`config.mk`:
```
export PLATFORM = sky130hd
export DESIGN_NAME = spi_shifter
export DESIGN_NICKNAME = d
export VERILOG_FILES = /design/src/rtl/spi_shifter.sv
export SDC_FILE = /design/constraint.sdc
export NUM_CORES = 1
export LEC_CHECK = 0
export CAP_MARGIN = 20
export CORE_MARGIN = 5
export CORE_UTILIZATION = 59
export DETAILED_ROUTE_END_ITERATION = 10
export PLACE_DENSITY = 0.84
export SLEW_MARGIN = 40
export SYNTH_ARGS = -nofsm -noshare
export SYNTH_HDL_FRONTEND = slang
export SYNTH_SLANG_ARGS = --single-unit
export TNS_END_PERCENT = 20
```
`constraint.sdc`:
```
create_clock -name i_clk -period 3.9 [get_ports i_clk]
set_input_delay 0.975 -clock i_clk [delete_from_list [all_inputs] [get_ports i_clk]]
set_output_delay 0.975 -clock i_clk [all_outputs]
set_load 0.02 [all_outputs]
```
`src/rtl/spi_shifter.sv`:
```
// -----------------------------------------------------------------------------
// spi_shifter
//
// Bit-level SPI engine that sits behind the spi_master register block.
// A one-cycle start strobe latches the byte to send and the SPI mode. The
// block then generates SCLK for that mode, serialises the byte on MOSI and
// captures MISO. When it is finished it returns the received byte together
// with a one-cycle done pulse. Slave select is owned by spi_master and is not
// driven here.
//
// Optional build macro: SPI_LSB_FIRST_EN
//   Defined   : adds i_lsb_first, which is sampled with i_start. When it is 1
//               the byte goes out tx[0] first and the receive register shifts
//               right.
//   Undefined : MSB-first only.
//
// Parameters
//   CLK_FREQ   system clock frequency (Hz)
//   SCLK_FREQ  target SCLK frequency (Hz)
//
// Ports
//   i_clk        system clock
//   i_rst        asynchronous reset, active-high
//   i_start      one-cycle request to begin a transfer (ignored while busy)
//   i_mode[1:0]  SPI mode: bit1 = CPOL, bit0 = CPHA
//   i_data[7:0]  byte to transmit, sampled with i_start
//   i_lsb_first  (SPI_LSB_FIRST_EN only) bit order, sampled with i_start
//   o_data[7:0]  last received byte, valid from the o_done cycle
//   o_busy       transfer in progress
//   o_done       one-cycle pulse: transfer complete
//   o_SCLK       SPI clock
//   o_MOSI       master out, slave in
//   i_MISO       master in, slave out
// -----------------------------------------------------------------------------
module spi_shifter #(
    parameter int CLK_FREQ  = 48_000_000,
    parameter int SCLK_FREQ = 1_000_000
) (
    input  logic       i_clk,
    input  logic       i_rst,
    input  logic       i_start,
    input  logic [1:0] i_mode,
    input  logic [7:0] i_data,
`ifdef SPI_LSB_FIRST_EN
    input  logic       i_lsb_first,
`endif
    output logic [7:0] o_data,
    output logic       o_busy,
    output logic       o_done,
    output logic       o_SCLK,
    output logic       o_MOSI,
    input  logic       i_MISO
);

    // Clocks per SCLK half-period, never less than one.
    localparam int HALF_RAW = CLK_FREQ / (2 * SCLK_FREQ);
    localparam int HALF     = (HALF_RAW < 1) ? 1 : HALF_RAW;
    localparam int CW       = (HALF > 1) ? $clog2(HALF) : 1;
    localparam logic [CW-1:0] HALF_LAST = CW'(HALF - 1);

    typedef enum logic [1:0] {
        IDLE  = 2'd0,
        SHIFT = 2'd1,
        TAIL  = 2'd2
    } state_t;

    state_t        state;
    logic [CW-1:0] half_cnt;
    logic [3:0]    edge_cnt;
    logic [7:0]    tx_q;
    logic [7:0]    rx_q;
    logic [1:0]    mode_q;
    logic          lsb_q;
    logic          lsb_in;
    logic          leading;
    logic          sample_edge;
    logic [7:0]    tx_next;

`ifdef SPI_LSB_FIRST_EN
    assign lsb_in = i_lsb_first;
`else
    assign lsb_in = 1'b0;
`endif

    // Bit that goes on the wire first for a given shift register contents.
    function automatic logic out_bit(input logic [7:0] tx, input logic lsb);
        return lsb ? tx[0] : tx[7];
    endfunction

    // Advance the transmit register by one bit in the selected order.
    function automatic logic [7:0] tx_shift(input logic [7:0] tx, input logic lsb);
        return lsb ? {1'b0, tx[7:1]} : {tx[6:0], 1'b0};
    endfunction

    // Insert one received bit; MSB-first fills from the right.
    function automatic logic [7:0] rx_shift(input logic [7:0] rx, input logic miso,
                                            input logic lsb);
        return lsb ? {miso, rx[7:1]} : {rx[6:0], miso};
    endfunction

    // edge_cnt holds the number of SCLK edges already produced, so the edge
    // about to happen is a leading edge when that count is even. The sampling
    // edge is the leading edge for CPHA=0 and the trailing edge for CPHA=1.
    assign leading     = ~edge_cnt[0];
    assign sample_edge = leading ^ mode_q[0];
    assign tx_next     = tx_shift(tx_q, lsb_q);

    always_ff @(posedge i_clk or posedge i_rst) begin
        if (i_rst) begin
            state    <= IDLE;
            half_cnt <= '0;
            edge_cnt <= 4'd0;
            tx_q     <= 8'h00;
            rx_q     <= 8'h00;
            mode_q   <= 2'b00;
            lsb_q    <= 1'b0;
            o_data   <= 8'h00;
            o_busy   <= 1'b0;
            o_done   <= 1'b0;
            o_SCLK   <= 1'b0;
            o_MOSI   <= 1'b0;
        end else begin
            o_done <= 1'b0;
            case (state)
                IDLE: begin
                    // Idle level tracks CPOL so SCLK is already parked
                    // correctly when a transfer begins.
                    o_SCLK <= i_mode[1];
                    if (i_start) begin
                        tx_q     <= i_data;
                        mode_q   <= i_mode;
                        lsb_q    <= lsb_in;
                        rx_q     <= 8'h00;
                        half_cnt <= '0;
                        edge_cnt <= 4'd0;
                        o_busy   <= 1'b1;
                        o_MOSI   <= out_bit(i_data, lsb_in);
                        state    <= SHIFT;
                    end
                end

                SHIFT: begin
                    if (half_cnt == HALF_LAST) begin
                        half_cnt <= '0;
                        o_SCLK   <= ~o_SCLK;
                        edge_cnt <= edge_cnt + 4'd1;
                        if (sample_edge) begin
                            rx_q <= rx_shift(rx_q, i_MISO, lsb_q);
                        end else if (edge_cnt != 4'd0) begin
                            // For CPHA=1 the first leading edge presents the
                            // bit already on MOSI, so no shift happens there.
                            tx_q   <= tx_next;
                            o_MOSI <= out_bit(tx_next, lsb_q);
                        end
                        if (edge_cnt == 4'd15) begin
                            state <= TAIL;
                        end
                    end else begin
                        half_cnt <= half_cnt + CW'(1);
                    end
                end

                TAIL: begin
                    // One extra half-period with SCLK parked gives the slave
                    // hold time before the result is handed back.
                    if (half_cnt == HALF_LAST) begin
                        half_cnt <= '0;
                        o_data   <= rx_q;
                        o_busy   <= 1'b0;
                        o_done   <= 1'b1;
                        state    <= IDLE;
                    end else begin
                        half_cnt <= half_cnt + CW'(1);
                    end
                end

                default: begin
                    state <= IDLE;
                end
            endcase
        end
    end

endmodule

```
Word-level counts from Yosys, hierarchy flattened
Cells that the tools add are included.

Add/sub/neg operators: 2. Equality and inequality tests: 11. Muxes and demuxes: 32. Bitwise gates (word level): 3. Reductions and logical operators: 15.

Operators by type and width (count): $mux 7 (4); $mux 8 (3); $pmux 8 s2 (1); $ne 2x2->1 const B (7); $pmux 7 s2 (1); $mux 5 (2); $pmux 5 s2 (1); $mux 1 (9); $mux 2 (4); $mux 4 (2); $pmux 4 s2 (1); $reduce_and 2->1 (4); $reduce_and 4->1 (2); $pmux 1 s2 (3); $pmux 2 s3 (1); $reduce_and 3->1 (2); $reduce_bool 2->1 (3); $add 5x1->5 const B (1); $eq 5x5->1 const B (1); $reduce_and 5->1 (1); $add 4x1->4 const B (1); $eq 4x4->1 const B (1); $reduce_bool 4->1 (1); $eq 2x1->1 const B (1); other kinds (5) (6).

Flip-flop bits (word level): 39. Input bits: 14. Output and inout bits: 12. Word-level logic and storage cells: 74.

Logic depth before layout (Yosys ltp)
Word-level depth: 5. Gate-level depth with buffers: 7.

Worst setup path before layout
Ideal clock, no wire load.

Path type: input-to-reg. From: input port i_start. To: register rx_q[0]. Library setup time: 79 ps. Data arrival time: 1908 ps. Data required time: 3821 ps. Path slack: 1912 ps. Cell stages on the path: 5. Path buffers: 2. Cell sequence: buf_2 -> mux2i_1 -> a21o_1 -> buf_6 -> mux2i_1.

Longest elaborated chain between the ends: 2.

Ends and longest elaborated chain: from (decl) (line 41) `input logic i_start,`; $ne 2x2->1 (no line); $reduce_and 4->1 (no line); to (signal assigned) (line 148) `rx_q <= rx_shift(rx_q, i_MISO, lsb_q);`; to (decl) (line 71) `logic [7:0] rx_q;`.

Every way passes these cells. A chain may end at the register's enable or synchronous reset.

Worst setup path after layout
From: input port i_start. To: register rx_q[4].

Same word-level chain as after synthesis.

==> results by group <==
Critical path
  • Worst EP required: 4200 ps
  • Arr. time, crit path: 2780 ps
  • Critical Path Source Type: primary input
  • Critical R2R Capture: rx_q[4]
  • Reg2reg path depth: 5
  • Reg2reg start: state[1]
  • Critical-path maximum fanout: 10
  • Critical path endpoint: rx_q[4]
  • Critical Path End Type: flip-flop
  • Worst reg-to-reg setup slack: 1530 ps
  • CP Class: primary input to flip-flop
  • Worst Setup SP: i_start

Cells and area
  • Cell Count, Final, Fillers Out: 271
  • Layout cells sized above 1: 0.164
  • Ant. Diodes: 0
  • Layout area overhead: 15.3%
  • Final nets: 245
  • Design area: 0.00237 mm²

STA
  • Fin. Hold Viols: 0
  • Post-Route Setup TNS: 0 ps
  • Worst-margin pin slew: 543 ps
  • Skew final: 13.1 ps
  • Max_slew headroom: 0.628
  • Tmin final: 2470 ps
  • WHS: 503 ps
  • Final Worst Setup Slack: 1430 ps
  • Tcrit/Tclk final: 0.634
  • Max frequency: 0.404 GHz
  • Finish-stage setup viols: 0
  • Max-slew violations: 0
  • RSZ-0062 raised after global routing: false

GRT
  • Pin count of the biggest net entering global routing: 26
  • Global-route wire length before repair: 7520 µm
  • Gr ovfl total: 0
  • Vias in the first global route: 1596
  • GRT Overall Usage: 0.198
  • Antenna violations before repair: 0

Power
  • Internal: 490 µW
  • Combinational power share: 0.038
  • Power Dens Cells: 275 mW/mm²
  • Sw frac: 0.250
  • Clk pwr share: 0.341
  • NetSw: 163 µW
  • Seq pwr share: 0.620
  • Leak: 0.00122 µW
  • Max IR drop VDD: 0.274 mV

Place
  • RD Place Congestion: 0.863
  • Setup Slack @ Placement: 1050 ps
  • Buffers on Ports: 25
  • Dpl cells: 263
  • Cell area after placement: 0.00231 mm²
  • Detailed Place HPWL: 3150 µm

Yosys
  • Synth Area in Compound Gates: 0.126
  • Top cells by area, synth: dfrtp_1 47%, mux2_2 8.8%, mux2i_1 5.3%, nand2_1 5.1%, o21ai_0 5.1%
  • Simple logic cell fraction of the synthesized area: 0.137
  • Synth Cell Area: 0.00206 mm²
  • Synthesized net count: 223
  • Synth async-reset ratio: 1.00
  • Post-Synth Adder-Cell Area: 0.0426
  • Xor and xnor area share after synthesis: 0.00851
  • Synth area leader: dfrtp_1
  • Synthesized area per cell: 10.2 µm²
  • Mux cell area share after synthesis: 0.148
  • Netlist cell types: 37
  • Mapped Cells: 202
  • Seq/Total Area, Yosys: 0.474
  • YS warnings: 0
  • Largest family of logic cells by synthesized area: multiplexers
  • Seq cells post-synth: 39
  • EDFF count, synth: 0
  • Ys flop type: dfrtp_1
  • Yosys top cell area share: 0.474

Clock network
  • Cts hold-fix bufs: 0
  • CTS HTree Levels: 2
  • CTS tree: built
  • Clock slew at reported path FFs: 130 ps
  • CTS Buffer Depth: 2
  • Setup bufs post-CTS: 0
  • CTS buffer count: 5
  • Root buffer cell: clkbuf_4
  • Post-CTS Resized: 0
  • CTS Sinks: 39
  • Clock Latency Late Sink: 370 ps

Die
  • Die area: 0.00477 mm²
  • Core Footprint: 0.00336 mm²
  • Chip height: 69.1 µm
  • Ports: 26
  • Initial Util: 0.612
  • Chip Width: 69.1 µm
  • FP Rows: 21

Run
  • Max-cap viol count: 0

Route
  • Vias/cell: 5.67
  • Vias: 1536
  • Initial DRC Count: 78
  • DRT Pass-1 Iters: 7
  • Drt drc: 0
  • Antenna-violating nets left: 0
  • Routed len/inst: 16.0 µm
  • Total Wirelength: 4340 µm

Worst hold path
  • Worst hold path type: flip-flop to flip-flop

Status
  • Outcome: finished, final reports clean
routing by layer:
| metal | track usage | up-vias | share of wire |
|---|---|---|---|
| li1 | - | 737 | - |
| met1 | 0.221 | 741 | 0.40 |
| met2 | 0.344 | 46 | 0.54 |
| met3 | 0.0654 | 12 | 0.041 |
| met4 | 0.0824 | 0 | 0.020 |
| met5 | 0 | - | 0 |
cell usage in the layout (no fill, tap or decap):
master            n
a21oi_1           9
a32oi_1           2
and2b_2           1
a31o_2            1
o21ai_0          21
nand4b_1          1
xnor2_1           2
nor4b_1           1
nor2b_1           2
a22o_1            2
nand3_1           5
inv_2             1
and3_2            1
a21oi_2           1
clkbuf_4          5
ha_1              6
nand2_1          28
mux2i_1          11
nand3_4           1
nand4_1           1
a211oi_1          2
clkdlybuf4s50_1  25
nor3_1            2
nor3b_1           1
buf_4             2
a21o_1            2
and4b_1           1
mux2_2           16
nand4b_2          1
nor2_1            7
inv_6             1
o32ai_1           1
nand2_2           2
dfrtp_1          39
inv_1            15
o221ai_1          2
mux2_4            1
clkinvlp_4        2
ha_2              1
sequential cells by signal, indices dropped and copies added, names as in the netlist:
name,count
o_data,8
rx_q,8
tx_q,7
half_cnt,5
edge_cnt,4
state,2
mode_q,1
o_MOSI,1
o_SCLK,1
o_busy,1
o_done,1
final cells by class:
| type | instances | area, µm² |
|---|---|---|
| multi-input combinational | 135 | 953 |
| clock buffer | 5 | 37.5 |
| tap | 46 | 57.6 |
| clock inverter | 3 | 23.8 |
| timing repair buffer | 27 | 265 |
| inverter | 16 | 60.1 |
| sequential | 39 | 976 |
| fill | 297 | 990 |
worst min-delay path by stage:
stage | from | to | cells after the start
floorplan | tx_q[0] | tx_q[0] | 1
global placement | o_data[3] | o_data[3] | 2
CTS | o_data[5] | o_data[5] | 2
global route | o_data[0] | o_data[0] | 2
finish | o_data[5] | o_data[5] | 2
detailed placement | o_data[5] | o_data[5] | 2
per-stage QoR:
step / util / power, µW
after floorplan: - / 422
after global placement: 0.687 / 437
after detailed placement: 0.687 / 438
after CTS: 0.705 / 656
after global routing: 0.706 / 686
final: 0.706 / 653
cell families after synthesis:
group | count (synthesis)
buffers and inverters | 28
xor gates and xnor gates | 2
and+or+nand+nor | 55
AOI/OAI and AO/OA | 43
muxes | 28
DFF | 39
adders and majority gates | 7
synthesized netlist by cell type (2+ instances only):
cell type / number
a211oi_1: 2
nand2_2: 2
mux2i_1: 11
a21o_1: 2
inv_1: 16
xnor2_1: 2
a32oi_1: 2
nor2_1: 7
ha_1: 7
a22o_1: 2
o221ai_1: 2
buf_6: 2
mux2_2: 16
nand2_1: 28
nor2b_1: 2
buf_2: 6
dfrtp_1: 39
a21oi_1: 9
o21ai_0: 21
clkbuf_1: 2
nor3_1: 2
nand3_1: 5
power groups by stage:
stage	Clock [µW]	Combinational, µW	Sequential, µW
finish	223	25.1	405
global route	253	28.3	405
CTS	225	25.6	405
detailed placement	0	25.5	413
global placement	0	24.7	413
floorplan	0	9.04	413
critical path: stages:
cell and delay (ps):
clkdlybuf4s50_1 600, mux2i_1 540, a21o_1 410, mux2i_1 250
Power figures use the tool's default switching activity.
